[src/rtl/riscv_alu.sv]
// RV32I EX-stage ALU: combinational result/zero (0 cycles) plus a 1-cycle registered copy, no backpressure.
// Define ALU_EXT_CMP_EN to add PASSB (0100), SGE (1100) and SGEU (1101).
module riscv_alu #(
  parameter int WIDTH = 32
) (
  input  logic             clk,
  input  logic             reset,
  input  logic [WIDTH-1:0] SrcA,
  input  logic [WIDTH-1:0] SrcB,
  input  logic [3:0]       Operation,
  output logic [WIDTH-1:0] ALUResult,
  output logic             Zero,
  output logic [WIDTH-1:0] ALUResult_q,
  output logic             Zero_q
);

  logic [4:0]       shamt;
  logic             lt_s;
  logic             lt_u;
  logic [WIDTH-1:0] result_d;
  logic             zero_d;
  logic [WIDTH-1:0] result_q;
  logic             zero_q;

  assign shamt = SrcB[4:0];
  assign lt_s  = $signed(SrcA) < $signed(SrcB);
  assign lt_u  = SrcA < SrcB;

  // Unassigned (and X/Z) codes fall through to the default and produce 0.
  always_comb begin
    result_d = '0;
    case (Operation)
      4'b0000: result_d = SrcA & SrcB;
      4'b0001: result_d = SrcA | SrcB;
      4'b0010: result_d = SrcA + SrcB;
      4'b0011: result_d = SrcA ^ SrcB;
      4'b0110: result_d = SrcA - SrcB;
      4'b0111: result_d = SrcA << shamt;
      4'b1000: result_d = SrcA >> shamt;
      4'b1001: result_d = {{(WIDTH-1){1'b0}}, lt_s};
      4'b1010: result_d = {{(WIDTH-1){1'b0}}, lt_u};
      4'b1011: result_d = $unsigned($signed(SrcA) >>> shamt);
`ifdef ALU_EXT_CMP_EN
      4'b0100: result_d = SrcB;
      4'b1100: result_d = {{(WIDTH-1){1'b0}}, ~lt_s};
      4'b1101: result_d = {{(WIDTH-1){1'b0}}, ~lt_u};
`endif
      default: result_d = '0;
    endcase
  end

  assign zero_d    = (result_d == '0);
  assign ALUResult = result_d;
  assign Zero      = zero_d;

  always_ff @(posedge clk or negedge reset) begin
    if (!reset) begin
      result_q <= '0;
      zero_q   <= 1'b0;
    end else begin
      result_q <= result_d;
      zero_q   <= zero_d;
    end
  end

  assign ALUResult_q = result_q;
  assign Zero_q      = zero_q;

endmodule

[config.mk]
export PLATFORM = sky130hd
export DESIGN_NAME = riscv_alu
export DESIGN_NICKNAME = d
export VERILOG_FILES = /design/src/rtl/riscv_alu.sv
export SDC_FILE = /design/constraint.sdc
export NUM_CORES = 1
export LEC_CHECK = 0
export CAP_MARGIN = 20
export CORE_ASPECT_RATIO = 1.25
export CORE_MARGIN = 4
export CORE_UTILIZATION = 25
export DETAILED_ROUTE_END_ITERATION = 12
export REMOVE_ABC_BUFFERS = 1
export SLEW_MARGIN = 40
export SYNTH_ARGS = -nofsm -noshare
export SYNTH_HDL_FRONTEND = slang
export SYNTH_SLANG_ARGS = --single-unit
[constraint.sdc]
create_clock -name clk -period 14.94 [get_ports clk]
set_input_delay 2.241 -clock clk [delete_from_list [all_inputs] [get_ports clk]]
set_output_delay 2.241 -clock clk [all_outputs]
set_load 0.03 [all_outputs]
==> flow_metrics.env <==
export IMPL_run_status="finished, final reports clean"
export IMPL_rsz0062_at_grt="false"
export IMPL_dpl_cell_area_sq_mm=0.0125
export IMPL_worst_setup_ep_type="output port"
export IMPL_clock_root_buffer="sky130_fd_sc_hd__clkbuf_16"
export IMPL_fin_util=0.294
export IMPL_period_share=0.758
export IMPL_crit_path_max_incr_delay_ns=0.75
export IMPL_ir_worst_vdd_mv=0.0390
export IMPL_worstSetupStartpoint="SrcB[1]"
export IMPL_synth_main_ff_cell="sky130_fd_sc_hd__dfrtp_1"
export IMPL_track_usage=0.237
export IMPL_yosysSeqAreaShare=0.0757
export IMPL_horizontal_die_dimension_um=195
export IMPL_final_min_clock_period_ns=11.32
export IMPL_cts_htree_levels=2
export IMPL_worst_setup_path_start_kind="input port"
export IMPL_synthesis_yosys_warnings=0
export IMPL_routed_via_count=13000
export IMPL_synth_cell_area_sq_mm=0.0109
export IMPL_maxSlewHeadroom=0.412
export IMPL_post_synth_cell_area_avg_sq_um=7.44
export IMPL_cts_sinks=33
export IMPL_cell_leakage_power_nw=5.10
export IMPL_grt_antenna_before_repair=0
export IMPL_critPathArrivalTime_ns=9.08
export IMPL_global_route_overflow_total=0
export IMPL_setup_violating_endpoint_count_in_the_final_report=0
export IMPL_fillerInstances=4747
export IMPL_final_max_slew_violation_count=0
export IMPL_worstPathCellList="buf_2 > buf_4 > clkinv_1 > buf_4 > ha_1 > a211oi_1 > o21ai_0 > a22oi_1 > o21ai_0 > xnor2_1 > a211o_1 > or4_2 > nor4_1 > or4b_1 > nor4b_1 > nor4bb_1 > clkdlybuf4s50_1"
export IMPL_grt_max_degree=61
export IMPL_ys_async_sr_fraction=1.00
export IMPL_maxClockFrequency_mhz=88.3
export IMPL_cts_tree="built"
export IMPL_syn_to_final_growth_pct=16.1
export IMPL_routed_via_density=6.26
export IMPL_hold_violations=0
export IMPL_power_density_cell_area_mw_per_mm2=61.4
export IMPL_synth_edf_count=0
export IMPL_required_ns=12.70
export IMPL_path_type_of_the_worst_min_delay_path="in2async"
export IMPL_synth_seq_cells=33
export IMPL_drt_initial_drc_count=1736
export IMPL_setup_worst_path_end="Zero"
export IMPL_worstMarginPinSlew_ns=0.879
export IMPL_clockBufferDepth=2
export IMPL_drt_pre_antenna_iters=6
export IMPL_antenna_cells_inserted=0
export IMPL_number_of_library_cell_types_mapped_by_synthesis=102
export IMPL_final_layout_size_suffix_gt1_frac=0.0862
export IMPL_pin_count=136
export IMPL_finalSetupTns_ns=0
export IMPL_total_die_area_sq_mm=0.0470
export IMPL_wl_per_cell_um=28.3
export IMPL_wl_um=59100
export IMPL_ant_nets=0
export IMPL_die_h_um=242
export IMPL_core_rowCount=85
export IMPL_syn_inst=1466
export IMPL_cts_buf_count=5
export IMPL_critical_path_slowest_cell="sky130_fd_sc_hd__clkdlybuf4s50_1"
export IMPL_critical_path_class="in2out"
export IMPL_core_area_sq_mm=0.0431
export IMPL_hold_buffers=0
export IMPL_grt_first_pass_wirelength_um=86000
export IMPL_cts_repair_resized=0
export IMPL_count_of_max_cap_constraint_violations=0
export IMPL_residual_drc_count=0
export IMPL_clkSlewWorstSetupHoldPaths_ns=0.07
export IMPL_placement_io_buffers=135
export IMPL_initial_core_utilization=0.253
export IMPL_critical_path_max_fanout=60
export IMPL_final_nets=1693
export IMPL_cts_setup_buffers=0
export IMPL_place_gp_congestion=1.09
export IMPL_dpl_hpwl_um=46200
export IMPL_via_count_of_the_first_global_routing_pass=12700
export IMPL_finish_instance_area_sq_mm=0.0127
## worst max-delay path: cells and delay by family
family	cells	cell delay, ns
and+or+nand+nor	5	2.54
buffers and inverters	5	1.92
AOI/OAI and AO/OA	5	1.81
adders and majority gates	1	0.37
xor gates and xnor gates	1	0.17
## area by class of cell
| type | instances | area [sq um] | share of cell area |
|---|---|---|---|
| Sequential cell | 33 | 826 | 0.0652 |
| Multi-Input combinational cell | 1223 | 9090 | 0.719 |
| Clock buffer | 6 | 139 | 0.0110 |
| Inverter | 102 | 383 | 0.0303 |
| Tap cell | 565 | 707 | 0.0559 |
| Timing Repair Buffer | 154 | 1470 | 0.116 |
| Clock inverter | 2 | 37.5 | 0.00297 |
## flip-flops by register name, indices dropped and copies added (netlist names)
signal and count:
ALUResult_q 32, Zero_q 1
## metal layers
metal,global-route usage,vias up,routed length [um]
met5,0,-,0
met4,0.151,0,4730
met3,0.0480,231,5390
met2,0.394,880,27200
met1,0.278,6263,21700
li1,-,5671,-
## where the power goes
part / total (mW) / switching, mW / internal (mW)
sequential: 0.107 / 0.00509 / 0.102
combinational: 0.538 / 0.350 / 0.188
clock: 0.131 / 0.0480 / 0.0834
## placed cells by master, fill, tap and decap left out, types with 14 or more instances in the layout
master	n
sky130_fd_sc_hd__a211oi_1	41
sky130_fd_sc_hd__a21o_1	16
sky130_fd_sc_hd__a21oi_1	107
sky130_fd_sc_hd__a22oi_1	20
sky130_fd_sc_hd__a31oi_1	16
sky130_fd_sc_hd__and2_1	14
sky130_fd_sc_hd__buf_4	21
sky130_fd_sc_hd__clkdlybuf4s50_1	129
sky130_fd_sc_hd__dfrtp_1	33
sky130_fd_sc_hd__ha_1	102
sky130_fd_sc_hd__inv_1	97
sky130_fd_sc_hd__mux2_2	18
sky130_fd_sc_hd__mux2i_1	55
sky130_fd_sc_hd__mux4_2	34
sky130_fd_sc_hd__nand2_1	137
sky130_fd_sc_hd__nand2b_1	18
sky130_fd_sc_hd__nand3_1	30
sky130_fd_sc_hd__nor2_1	125
sky130_fd_sc_hd__nor2b_1	22
sky130_fd_sc_hd__nor3_1	38
sky130_fd_sc_hd__o211ai_1	31
sky130_fd_sc_hd__o21ai_0	93
sky130_fd_sc_hd__o22ai_1	31
## worst min-delay path by stage
stage	cells after the start	startpoint	to
finish	1	reset	ALUResult_q[1]$_DFF_PN0_
detailed placement	1	reset	ALUResult_q[27]$_DFF_PN0_
global route	1	reset	ALUResult_q[4]$_DFF_PN0_
global placement	1	reset	ALUResult_q[28]$_DFF_PN0_
CTS	1	reset	ALUResult_q[1]$_DFF_PN0_
floorplan	0	reset	ALUResult_q[0]$_DFF_PN0_
## cells in the mapped netlist, types with 33 or more instances
cell,count,area share
sky130_fd_sc_hd__a211oi_1,41,0.028
sky130_fd_sc_hd__o21ai_0,93,0.043
sky130_fd_sc_hd__a21oi_1,107,0.049
sky130_fd_sc_hd__clkbuf_1,64,0.022
sky130_fd_sc_hd__nor2_1,125,0.043
sky130_fd_sc_hd__nor3_1,39,0.018
sky130_fd_sc_hd__inv_1,97,0.033
sky130_fd_sc_hd__dfrtp_1,33,0.076
sky130_fd_sc_hd__mux4_2,34,0.070
sky130_fd_sc_hd__nand2_1,137,0.047
sky130_fd_sc_hd__ha_1,102,0.12
sky130_fd_sc_hd__mux2i_1,55,0.050
## metrics by stage
stage / total power [mW] / cells / worst slack [ns] / hold slack (ns)
2_1_floorplan: 0.403 / 1358 / 4.83 / 1.95
3_3_place_gp: 0.632 / 2076 / 3.69 / 2.45
3_5_place_dp: 0.633 / 2077 / 3.54 / 2.27
4_1_cts: 0.768 / 2085 / 3.53 / 1.93
5_1_grt: 0.811 / 2085 / 3.08 / 1.96
6_report: 0.777 / 2085 / 3.62 / 1.91
## cells by family after synthesis
| family | count (synthesis) | share of synthesized area |
|---|---|---|
| compound gates | 513 | 0.324 |
| simple gates | 479 | 0.216 |
| buf+inv | 210 | 0.0933 |
| flops | 33 | 0.0757 |
| fa+ha+maj | 104 | 0.121 |
| xor+xnor | 8 | 0.00643 |
| mux | 119 | 0.164 |
(Power assumes the default switching activity.)
